$ cat config.mk
export PLATFORM = sky130hd
export DESIGN_NAME = pass_lock
export DESIGN_NICKNAME = d
export VERILOG_FILES = /design/src/rtl/pass_pkg.sv /design/src/rtl/pass_tick.sv /design/src/rtl/pass_lock.sv
export SDC_FILE = /design/constraint.sdc
export NUM_CORES = 1
export LEC_CHECK = 0
export CAP_MARGIN = 5
export CORE_MARGIN = 2
export CORE_UTILIZATION = 40
export DETAILED_ROUTE_END_ITERATION = 8
export DONT_BUFFER_PORTS = 1
export PLACE_DENSITY = 0.64
export SLEW_MARGIN = 10
export SYNTH_ARGS = -nofsm -noshare
export SYNTH_HDL_FRONTEND = slang
export SYNTH_SLANG_ARGS = --single-unit
$ cat constraint.sdc
create_clock -name clk -period 2.6 [get_ports clk]
set_clock_uncertainty 0.15 [all_clocks]
set_input_delay 0.26 -clock clk [delete_from_list [all_inputs] [get_ports clk]]
set_output_delay 0.26 -clock clk [all_outputs]
set_load 0.005 [all_outputs]
$ cat src/rtl/pass_pkg.sv
// pass_pkg: state encoding, tries width and parameter range check shared by pass_lock.
package pass_pkg;
    localparam int TRIES_W = 4;

    typedef enum logic [2:0] {
        S_IDLE,
        S_ENTRY,
        S_CHECK,
        S_OPEN,
        S_FAIL,
        S_LOCKOUT
    } state_t;

    function automatic bit params_ok(input int code_len, input int tick_div, input int open_ticks,
                                     input int max_tries, input int lock_ticks);
        return code_len >= 1 && code_len <= 32 && tick_div >= 2 && open_ticks >= 1 &&
               max_tries >= 1 && max_tries <= 15 && lock_ticks >= 1;
    endfunction
endpackage

$ cat src/rtl/pass_tick.sv
// pass_tick: free-running divider giving a one-cycle tick every TICK_DIV clocks.
module pass_tick #(
    parameter int TICK_DIV = 50_000_000
) (
    input  logic clk,
    input  logic reset_local,
    output logic tick
);
    localparam int W = $clog2(TICK_DIV);

    logic [W-1:0] r_cnt;

    assign tick = r_cnt == W'(TICK_DIV - 1);

    always_ff @(posedge clk or posedge reset_local)
        if (reset_local) r_cnt <= '0;
        else r_cnt <= tick ? '0 : r_cnt + 1'b1;
endmodule

$ cat src/rtl/pass_lock.sv
// pass_lock: serial code-entry lock with a timed open window.
// Define PASS_LOCKOUT_EN to add the try counter and the LOCKOUT period.
module pass_lock
    import pass_pkg::*;
#(
    parameter int CODE_LEN   = 8,
    parameter int TICK_DIV   = 50_000_000,
    parameter int OPEN_TICKS = 6,
    parameter int MAX_TRIES  = 3,
    parameter int LOCK_TICKS = 20
) (
    input  logic                clk,
    input  logic                reset_local,
    input  logic                reset_pass,
    input  logic                in,
    input  logic [CODE_LEN-1:0] code,
    output logic                passreset,
    output logic                out,
    output logic [CODE_LEN-1:0] LED,
    output logic                locked,
    output logic [TRIES_W-1:0]  tries_left
);
    localparam int BW = $clog2(CODE_LEN + 1);
`ifdef PASS_LOCKOUT_EN
    localparam int TMAX = OPEN_TICKS > LOCK_TICKS ? OPEN_TICKS : LOCK_TICKS;
`else
    localparam int TMAX = OPEN_TICKS;
`endif
    localparam int TW = $clog2(TMAX + 1);

    if (!params_ok(CODE_LEN, TICK_DIV, OPEN_TICKS, MAX_TRIES, LOCK_TICKS)) begin : g_bad_params
        $error("pass_lock: parameter out of range");
    end

    state_t              r_state;
    logic [BW-1:0]       r_bits;
    logic [TW-1:0]       r_tcnt;
    logic [CODE_LEN-1:0] r_led;
    logic                r_out;
    logic                r_pr;
    logic                w_tick;
    logic                w_match;
    logic                w_open_done;
    logic                w_lock_done;
    logic                w_to_lock;
    logic                w_clear;

    pass_tick #(.TICK_DIV(TICK_DIV)) u_tick (
        .clk        (clk),
        .reset_local(reset_local),
        .tick       (w_tick)
    );

    assign w_match     = r_led == code;
    assign w_open_done = r_state == S_OPEN && w_tick && r_tcnt == TW'(OPEN_TICKS - 1);
    // Every path back to IDLE funnels through w_clear so passreset cannot be missed.
    assign w_clear     = (reset_pass && r_state inside {S_IDLE, S_ENTRY, S_CHECK, S_OPEN}) ||
                         w_open_done || w_lock_done || (r_state == S_FAIL && !w_to_lock);

`ifdef PASS_LOCKOUT_EN
    logic [TRIES_W-1:0] r_tries;
    logic               r_locked;

    assign w_to_lock   = r_state == S_FAIL && r_tries == TRIES_W'(1);
    assign w_lock_done = r_state == S_LOCKOUT && w_tick && r_tcnt == TW'(LOCK_TICKS - 1);
    assign locked      = r_locked;
    assign tries_left  = r_tries;

    always_ff @(posedge clk or posedge reset_local)
        if (reset_local) begin
            r_tries  <= TRIES_W'(MAX_TRIES);
            r_locked <= 1'b0;
        end else begin
            if ((r_state == S_CHECK && !reset_pass && w_match) || w_lock_done) r_tries <= TRIES_W'(MAX_TRIES);
            else if (r_state == S_FAIL) r_tries <= r_tries - 1'b1;
            r_locked <= w_to_lock || (r_locked && !w_lock_done);
        end
`else
    assign w_to_lock   = 1'b0;
    assign w_lock_done = 1'b0;
    assign locked      = 1'b0;
    assign tries_left  = TRIES_W'(MAX_TRIES);
`endif

    always_ff @(posedge clk or posedge reset_local)
        if (reset_local) begin
            r_state <= S_IDLE;
            r_bits  <= '0;
            r_tcnt  <= '0;
            r_led   <= '0;
            r_out   <= 1'b0;
            r_pr    <= 1'b0;
        end else if (w_clear) begin
            r_state <= S_IDLE;
            r_bits  <= '0;
            r_led   <= '0;
            r_out   <= 1'b0;
            r_pr    <= 1'b1;
        end else begin
            r_pr <= 1'b0;
            case (r_state)
                S_IDLE, S_ENTRY: if (w_tick) begin
                    r_led   <= (r_led << 1) | CODE_LEN'(in);
                    r_bits  <= r_bits + 1'b1;
                    r_state <= r_bits == BW'(CODE_LEN - 1) ? S_CHECK : S_ENTRY;
                end
                S_CHECK: begin
                    r_state <= w_match ? S_OPEN : S_FAIL;
                    r_out   <= w_match;
                    r_tcnt  <= '0;
                end
                S_OPEN: if (w_tick) r_tcnt <= r_tcnt + 1'b1;
`ifdef PASS_LOCKOUT_EN
                S_FAIL: begin
                    r_state <= S_LOCKOUT;
                    r_led   <= '1;
                    r_tcnt  <= '0;
                end
                S_LOCKOUT: if (w_tick) r_tcnt <= r_tcnt + 1'b1;
`endif
                default: r_state <= S_IDLE;
            endcase
        end

    assign passreset = r_pr;
    assign out       = r_out;
    assign LED       = r_led;
endmodule
==> impl_metrics.env, run 1 <==
export IMPL_status="completed"
export IMPL_antenna_cells=0
export IMPL_cts_root_buf="clkbuf_8"
export IMPL_cp_start_kind="flip-flop"
export IMPL_power_internal_mw=1.007
export IMPL_layout_drive_gt1_share_pct=11.06
export IMPL_synth_most_common_cell="dfrtp_1"
export IMPL_vias=1616
export IMPL_worst_slack_ps=272.7
export IMPL_grt_pass1_vias=1530
export IMPL_pre_cts_slack_ps=276.7
export IMPL_slew_viol_final=0
export IMPL_async_flop_share_pct=100.0
export IMPL_worst_pin_slew_ps=928.3
export IMPL_power_frac_seq_pct=56.3
export IMPL_holdWs_ps=77.23
export IMPL_cp_arrival_ps=2370
export IMPL_min_path_type="in -> reg"
export IMPL_grt_setup_unrepaired="false"
export IMPL_final_util_pct=43.93
export IMPL_finalHoldViolCount=0
export IMPL_ys_ff_latch=46
export IMPL_grt_overflow=0
export IMPL_grt_use_total_pct=14.60
export IMPL_dp_hpwl_um=2861
export IMPL_yosys_area_top_type="dfrtp_1"
export IMPL_placed_cell_area_sq_um=2441
export IMPL_cts_tree="built"
export IMPL_dr_pass1_iters=4
export IMPL_power_total_mw=1.272
export IMPL_synth_edff_count=0
export IMPL_cts_setup_buffers=0
export IMPL_path_class="reg -> reg"
export IMPL_grt_max_degree=47
export IMPL_area_growth_pct=7.991
export IMPL_synthTopCellsByArea="dfrtp_1 48%, xnor2_1 6.3%, mux2i_1 5.0%, nor2_1 5.0%, xor2_1 4.8%"
export IMPL_cap_viol_max_count=0
export IMPL_cts_sinks=46
export IMPL_synth_top_cells_by_count="46 x dfrtp_1, 32 x nor2_1, 17 x xnor2_1, 16 x nand3_1, 13 x xor2_1"
export IMPL_syn_area_sq_um=2380
export IMPL_stdcell_count=310
export IMPL_htreeDepth=2
export IMPL_dr_first_iter_drc_count=87
export IMPL_synth_seq_area_share_pct=48.37
export IMPL_core_area_sq_um=5851
export IMPL_ir_worst_vdd_v=0.0002698
export IMPL_fp_dieW_um=81.13
export IMPL_switchingPower_mw=0.2655
export IMPL_cts_buffers=5
export IMPL_wl_per_cell_um=13.77
export IMPL_cp_required_ps=2640
export IMPL_holdPathStages=3
export IMPL_synth_distinct_cells=44
export IMPL_r2r_slack_ps=270
export IMPL_power_density_nw_per_um2=495.0
export IMPL_fmax_mhz=429.7
export IMPL_rows=28
export IMPL_start_util_pct=40.68
export IMPL_clockBufferDepth=2
export IMPL_finalWirelength_um=4270
export IMPL_dp_cells=300
export IMPL_power_leakage_nw=1.086
export IMPL_die_area_sq_um=6582
export IMPL_hold_path_startpoint="reset_pass"
export IMPL_yosys_area_top_type_share_pct=48.37
export IMPL_syn_area_per_cell_sq_um=10.35
export IMPL_vias_per_cell=5.213
export IMPL_min_to="r_tcnt[1]$_DFFE_PP0P_"
export IMPL_grt_antenna_before_repair=0
export IMPL_drc=0
export IMPL_synth_flop_cell="dfrtp_1"
export IMPL_clk_pin_slew_ps=90
export IMPL_fillerInstances=542
export IMPL_synthCells=230
export IMPL_gp_congestion=0.8035
export IMPL_worstSkewPairLatency_ps=300
export IMPL_min_period_ps=2327
export IMPL_fin_nets=250
export IMPL_min_period_over_period_pct=89.51
export IMPL_ant_nets=0
export IMPL_io_pin_count=27
export IMPL_relSlewSlack_pct=38.02
export IMPL_reg2reg_depth=5
export IMPL_numPortBuffers=0
export IMPL_crit_path_max_fanout=17
export IMPL_grt_first_pass_wirelength_um=7314
export IMPL_die_h_um=81.13
export IMPL_final_seq_area_sq_um=1151
export IMPL_r2r_end="r_bits[3]$_DFFE_PP0P_"
export IMPL_fin_area_sq_um=2570
export IMPL_combPwrFrac_pct=2.4
export IMPL_clock_power_share_pct=41.3
export IMPL_setup_tns_ps=0
export IMPL_multi_input_area_sq_um=1147
export IMPL_ys_warn_count=0
export IMPL_cp_end_kind="flip-flop"
export IMPL_finalSetupViolCount=0
export IMPL_r2r_start="u_tick.r_cnt[16]$_DFF_PP0_"
export IMPL_power_share_switching_pct=20.87
worst max path at each step:
stage                          startpoint                     to  slack [ps]  depth (start not counted)
3_5_place_dp   u_tick.r_cnt[16]$_DFF_PP0_  r_bits[3]$_DFFE_PP0P_         280                          5
5_1_grt        u_tick.r_cnt[16]$_DFF_PP0_  r_bits[3]$_DFFE_PP0P_         120                          5
2_1_floorplan  u_tick.r_cnt[16]$_DFF_PP0_  r_bits[0]$_DFFE_PP0P_         580                          7
6_report       u_tick.r_cnt[16]$_DFF_PP0_  r_bits[3]$_DFFE_PP0P_         270                          5
3_3_place_gp   u_tick.r_cnt[16]$_DFF_PP0_  r_bits[3]$_DFFE_PP0P_         340                          5
4_1_cts        u_tick.r_cnt[16]$_DFF_PP0_  r_bits[3]$_DFFE_PP0P_         270                          5
placed cells by master, fill, tap and decap left out, types with 2 or more instances in the layout:
master	n
a21oi_1	3
and3_1	3
and3_2	2
and4_2	2
buf_4	4
clkbuf_8	5
clkinv_2	2
conb_1	5
dfrtp_1	46
dlygate4sd3_1	2
ha_1	4
inv_1	4
mux2i_1	12
nand2_1	10
nand3_1	16
nand4_1	10
nor2_1	32
nor3_1	3
nor4_1	6
nor4_2	2
o21ai_0	8
o2bb2ai_1	2
xnor2_1	17
xor2_1	13
power by group through the flow:
stage               Sequential, mW  Clock (mW)  Combinational (mW)
floorplan                    0.730           0              0.0297
global placement             0.730           0              0.0287
detailed placement           0.730           0              0.0289
CTS                          0.716       0.537              0.0314
global route                 0.716       0.572              0.0356
finish                       0.716       0.526              0.0302
repair_timing:
| item | 4_1_cts | 5_1_grt |
|---|---|---|
| hold buffers | 2 | 0 |
| resized for setup | 0 | 0 |
| hold endpoints to repair | 47 | 0 |
layer usage:
layer | vias to the layer above | routed length (um) | track usage, %
met4 | 0 | 69 | 4.576
met3 | 5 | 150 | 4.000
met1 | 787 | 2117 | 21.32
met2 | 18 | 1932 | 21.07
met5 | - | 0 | 0
li1 | 806 | - | -
worst max-delay path: stages, from the launching register on:
cell and delay (ps):
dfrtp_1 430, nor4_1 380, nand3_1 190, or3_4 440
o21ai_4 420, o21ba_1 210
state kept, by name, indices dropped and copies added (netlist names):
register,cells
LED,8
u_tick.r_cnt,26
r_state,3
passreset,1
out,1
r_bits,4
r_tcnt,3
kinds of logic (layout without fill, tap and decap cells):
group	count (synthesis)	count (layout)	share of synthesized area, %
fa+ha+maj	4	4	2.103
compound gates	21	21	6.205
xor+xnor	30	30	11.04
flops	46	46	48.37
other cells	2	5	0.3156
buf+inv	17	19	4.153
mux	12	12	5.048
simple gates	98	98	22.77
layout make-up:
cell class | count | area share (%)
flip-flops and latches | 46 | 44.79
multi-input cells | 170 | 44.64
well taps | 75 | 3.651
clock buffers | 5 | 2.678
repair buffers | 6 | 1.947
clock inverters | 3 | 1.558
inverters | 5 | 0.7303
No activity file was read; power rests on OpenSTA's default activity.
==> run 2: changes to the inputs <==
- CAP_MARGIN: 5 -> unset
- PLACE_DENSITY: 0.64 -> 0.66
- clock period: 2.6 -> 1.9 ns (I/O delays scaled with it)
==> impl_metrics.env, run 2 (synthesized netlist as in run 1, its figures left out) <==
export IMPL_min_period_over_period_pct=105.4
export IMPL_slew_viol_final=0
export IMPL_r2r_start="u_tick.r_cnt[16]$_DFF_PP0_"
export IMPL_critPathLaunch="u_tick.r_cnt[16]$_DFF_PP0_"
export IMPL_cap_viol_max_count=0
export IMPL_vias_per_cell=5.105
export IMPL_grt_use_total_pct=16.35
export IMPL_crit_path_max_fanout=7
export IMPL_reg2reg_depth=7
export IMPL_holdWs_ps=54.21
export IMPL_gp_congestion=0.7938
export IMPL_grt_max_degree=22
export IMPL_rows=28
export IMPL_cts_root_buf="clkbuf_8"
export IMPL_cp_required_ps=1950
export IMPL_grt_setup_unrepaired="true"
export IMPL_fillerInstances=499
export IMPL_power_leakage_nw=1.328
export IMPL_layout_drive_gt1_share_pct=30.32
export IMPL_holdPathStages=3
export IMPL_cts_sinks=46
export IMPL_layout_common_cells="46 x dfrtp_1, 38 x buf_4, 29 x nor2_1"
export IMPL_io_pin_count=27
export IMPL_setup_tns_ps=-1084
export IMPL_start_util_pct=40.68
export IMPL_min_to="r_tcnt[0]$_DFFE_PP0P_"
export IMPL_r2r_end="LED[3]$_DFFE_PP0P_"
export IMPL_cts_tree="built"
export IMPL_worst_slack_ps=-102.4
export IMPL_clockBufferDepth=2
export IMPL_r2r_slack_ps=-100
export IMPL_largest_reg_flops=26
export IMPL_status="complete, but fails checks"
export IMPL_finalWirelength_um=5014
export IMPL_min_path_type="in -> reg"
export IMPL_power_density_nw_per_um2=548.5
export IMPL_vias=1797
export IMPL_hold_path_startpoint="reset_pass"
export IMPL_top_register="u_tick.r_cnt"
export IMPL_dp_cells=336
export IMPL_antenna_cells=0
export IMPL_grt_pass1_vias=1786
export IMPL_ant_nets=0
export IMPL_core_area_sq_um=5851
export IMPL_htreeDepth=2
export IMPL_finalSetupViolCount=14
export IMPL_fp_dieW_um=81.13
export IMPL_dr_first_iter_drc_count=98
export IMPL_ir_worst_vdd_v=0.0003386
export IMPL_numPortBuffers=0
export IMPL_grt_first_pass_wirelength_um=8266
export IMPL_drc=0
export IMPL_area_growth_pct=28.39
export IMPL_dp_hpwl_um=3416
export IMPL_clk_pin_slew_ps=90
export IMPL_wl_per_cell_um=14.24
export IMPL_fmax_mhz=499.4
export IMPL_cp_start_kind="flip-flop"
export IMPL_cp_end_kind="flip-flop"
export IMPL_die_area_sq_um=6582
export IMPL_dr_pass1_iters=4
export IMPL_final_common_cell="dfrtp_1"
export IMPL_path_class="reg -> reg"
export IMPL_stdcell_count=352
export IMPL_grt_overflow=0
export IMPL_cp_arrival_ps=2050
export IMPL_grt_antenna_before_repair=0
export IMPL_min_period_ps=2002
export IMPL_finalHoldViolCount=0
export IMPL_worstSkewPairLatency_ps=310
export IMPL_final_util_pct=52.22
export IMPL_fin_nets=292
export IMPL_failed_checks="setup timing"
export IMPL_die_h_um=81.13
export IMPL_cts_buffers=5
run 2: cell types whose count changed in the layout (fill, tap and decap cells not counted), moves of 2 or more:
cell	before	now
o21ai_0	8	6
nor3_1	3	1
nor4_1	6	3
o2bb2ai_1	2	0
nand3_1	16	14
buf_6	0	4
nor4_4	0	2
buf_4	4	38
nor2_2	0	3
o2bb2ai_2	0	2
buf_12	0	2
nor3_2	0	2
nand3_2	0	2
nor2_1	32	29
run 2: stage by stage:
| stage | area (sq um) | total power, mW | worst slack, ps |
|---|---|---|---|
| floorplan | 2402 | 1.040 | -78.79 |
| CTS | 2873 | 1.684 | -50.80 |
| detailed placement | 2735 | 1.049 | -63.76 |
| global route | 3055 | 1.744 | -216.6 |
| finish | 3055 | 1.676 | -102.4 |
| global placement | 2735 | 1.048 | -21.61 |
run 2: worst max-delay path by stage:
stage | endpoint | slack [ps]
after floorplan | r_bits[2]$_DFFE_PP0P_ | -80
after global placement | LED[2]$_DFFE_PP0P_ | -20
after global routing | LED[5]$_DFFE_PP0P_ | -220
final | LED[3]$_DFFE_PP0P_ | -100
after CTS | r_bits[1]$_DFFE_PP0P_ | -50
after detailed placement | r_bits[1]$_DFFE_PP0P_ | -60
run 2: worst max-delay path: stages, from the launching register on:
cell       delay [ps]
dfrtp_1           420
nor4_4            310
nand3_1           140
or3_4             400
o21ai_4           160
buf_12            140
clkbuf_16         130
nor2_1             40
run 2: timing repair:
action | CTS | global route
hold buffers | 3 | 0
setup buffers | 0 | 3
gates cloned | 1 | 1
endpoints found under the setup margin | 16 | 38
endpoints found under the hold margin | 22 | 0
pin swaps | 0 | 9
resized for setup | 5 | 25
run 2: area by class of cell:
class                   count  area, sq um  share of cell area, %
clock buffers               7        86.33                  2.826
clock inverters             1        5.005                 0.1638
inverters                   5        18.77                 0.6143
multi-input cells         170         1275                  41.73
flip-flops and latches     46         1151                  37.67
well taps                  75        93.84                  3.071
repair buffers             48        425.4                  13.92
run 2: where the power goes:
group / switching, mW / internal (mW)
Combinational: 0.0370 / 0.0297
Sequential: 0.000563 / 0.979
Clock: 0.335 / 0.294
run 2: layer usage:
layer / part of all wire (%) / vias to the layer above / GRT usage [%] / wire (um)
li1: - / 890 / - / -
met1: 46 / 879 / 21.91 / 2306
met2: 50 / 19 / 25.95 / 2507
met3: 2.4 / 9 / 3.889 / 122
met4: 1.5 / 0 / 5.763 / 77
met5: 0 / - / 0 / 0
==> run 3: changes to the inputs <==
- ABC_AREA: unset -> 1
==> impl_metrics.env, run 3 <==
export IMPL_layout_drive_gt1_share_pct=12.63
export IMPL_syn_area_sq_um=2721
export IMPL_core_area_sq_um=6681
export IMPL_stdcell_count=468
export IMPL_power_leakage_nw=1.489
export IMPL_numPortBuffers=0
export IMPL_synthSimpleGateAreaFrac_pct=35.36
export IMPL_gp_congestion=0.9537
export IMPL_synthTopCellsByArea="dfrtp_1 42%, nand2_1 14%, nor2_1 7.0%, inv_1 6.5%, nand3_1 5.0%"
export IMPL_rows=30
export IMPL_crit_path_max_fanout=11
export IMPL_power_density_nw_per_um2=551.4
export IMPL_cts_buffers=5
export IMPL_grt_max_degree=27
export IMPL_ir_worst_vdd_v=0.0003478
export IMPL_cp_end_kind="flip-flop"
export IMPL_placed_cell_area_sq_um=2859
export IMPL_yosys_area_top_type_share_pct=42.30
export IMPL_path_class="reg -> reg"
export IMPL_cp_required_ps=1960
export IMPL_dp_hpwl_um=4396
export IMPL_synthCells=371
export IMPL_io_pin_count=27
export IMPL_layout_common_cells="104 x nand2_1, 48 x nor2_1, 46 x inv_1"
export IMPL_worst_pin_slew_ps=529.9
export IMPL_syn_area_per_cell_sq_um=7.335
export IMPL_ys_ff_latch=46
export IMPL_synth_top_family_by_area="simple AND/OR/NAND/NOR gates"
export IMPL_min_period_over_period_pct=93.77
export IMPL_async_flop_share_pct=100.0
export IMPL_synth_flop_cell="dfrtp_1"
export IMPL_cts_tree="built"
export IMPL_largest_reg_flops=26
export IMPL_hold_path_startpoint="code[4]"
export IMPL_final_util_pct=45.54
export IMPL_ant_nets=0
export IMPL_dr_first_iter_drc_count=93
export IMPL_vias_per_cell=5.053
export IMPL_antenna_cells=0
export IMPL_finalSetupViolCount=0
export IMPL_worstSkewPairLatency_ps=310
export IMPL_final_common_cell="nand2_1"
export IMPL_drc=0
export IMPL_clockBufferDepth=2
export IMPL_holdWs_ps=89.97
export IMPL_yosys_area_top_type="dfrtp_1"
export IMPL_synth_seq_area_share_pct=42.30
export IMPL_wl_per_cell_um=12.53
export IMPL_min_period_ps=1782
export IMPL_synth_edff_count=0
export IMPL_grt_antenna_before_repair=0
export IMPL_finalHoldViolCount=0
export IMPL_grt_overflow=0
export IMPL_power_total_mw=1.678
export IMPL_min_path_type="in -> reg"
export IMPL_final_seq_area_sq_um=1154
export IMPL_dp_cells=456
export IMPL_dr_pass1_iters=4
export IMPL_fillerInstances=676
export IMPL_synth_area_mux_share_pct=0
export IMPL_relSlewSlack_pct=64.62
export IMPL_grt_use_total_pct=17.24
export IMPL_yosys_area_share_adder_pct=1.839
export IMPL_status="completed"
export IMPL_vias=2365
export IMPL_r2r_start="u_tick.r_cnt[20]$_DFF_PP0_"
export IMPL_multi_input_area_sq_um=1373
export IMPL_top_register="u_tick.r_cnt"
export IMPL_area_growth_pct=11.82
export IMPL_synth_top_cells_by_count="104 x nand2_1, 51 x nor2_1, 47 x inv_1, 46 x dfrtp_1, 27 x nand3_1"
export IMPL_cts_sinks=46
export IMPL_ys_warn_count=0
export IMPL_cp_arrival_ps=1840
export IMPL_die_area_sq_um=7479
export IMPL_slew_viol_final=0
export IMPL_synth_most_common_cell="nand2_1"
export IMPL_critPathLaunch="u_tick.r_cnt[20]$_DFF_PP0_"
export IMPL_fin_nets=403
export IMPL_finalWirelength_um=5864
export IMPL_synth_xor_area_share_pct=5.793
export IMPL_synth_distinct_cells=27
export IMPL_cap_viol_max_count=0
export IMPL_clk_pin_slew_ps=100
export IMPL_fmax_mhz=561.3
export IMPL_die_h_um=86.48
export IMPL_start_util_pct=40.73
export IMPL_fin_area_sq_um=3043
export IMPL_synth_compound_area_share_pct=5.287
export IMPL_grt_pass1_vias=2315
export IMPL_htreeDepth=2
export IMPL_cts_root_buf="clkbuf_8"
export IMPL_fp_dieW_um=86.48
export IMPL_grt_first_pass_wirelength_um=10270
export IMPL_cp_start_kind="flip-flop"
## run 3: changes by cell type after synthesis, moves of 11 or more
cell / change
mux2i_1: -12
nand3_1: +11
inv_1: +42
nand2_1: +94
xnor2_1: -11
nor2_1: +19
## run 3: repair_timing
item	CTS	global route
buffers inserted	0	2
gates resized for setup	0	11
hold buffers	2	0
hold endpoints to repair	25	0
endpoints found under the setup margin	0	26
## run 3: layout make-up
class                      count  share of cell area [%]
clock buffer                   5                   2.262
sequential                    46                   37.91
inverter                      50                   6.168
multi-input combinational    270                   45.11
timing repair buffer          14                   4.441
tap                           80                   3.289
clock inverter                 3                  0.8224
## run 3: power by group
part           total (mW)  internal, mW  switching (mW)
logic              0.0546        0.0177          0.0369
registers           0.980         0.979        0.000473
clock network       0.644         0.266           0.377
total                1.68          1.26           0.415
## run 3: through the flow
step	setup TNS [ps]	setup WS [ps]
4_1_cts	0	54.59
3_3_place_gp	0	125.2
2_1_floorplan	0	172.2
6_report	0	118.4
3_5_place_dp	0	69.21
5_1_grt	-113.6	-26.64
## run 3: critical path, cell delays in order (launching register included)
cell	delay, ps
dfrtp_1	450
nand2_2	110
nor2_4	180
nand2_2	80
nor2_4	180
nand2_4	100
nor2_4	140
buf_12	130
nand3_1	60
nand2_1	60
nor2_1	30
## run 3: kinds of logic after synthesis
kind of cell	Yosys count
buf+inv	58
simple gates	218
flops	46
compound gates	25
other cells	2
xor+xnor	18
fa+ha+maj	4
## run 3: layer usage
| layer | global-route usage [%] | vias up | routed length (um) |
|---|---|---|---|
| met5 | 0 | - | 0 |
| met4 | 7.102 | 0 | 111 |
| met3 | 3.905 | 12 | 281 |
| met2 | 28.88 | 51 | 2860 |
| met1 | 21.47 | 1115 | 2610 |
| li1 | - | 1187 | - |
## run 3: final timing paths
check	cells past startpoint	end	slack, ps
max	10	r_bits[2]$_DFFE_PP0P_	120
min	6	r_state[2]$_DFFE_PP0P_	90
max reg2reg	10	r_bits[2]$_DFFE_PP0P_	120
min reg2reg	1	u_tick.r_cnt[24]$_DFF_PP0_	350
max in group asynchronous	3	r_state[0]$_DFFE_PP0P_	790
min in group asynchronous	2	passreset$_DFF_PP0_	220
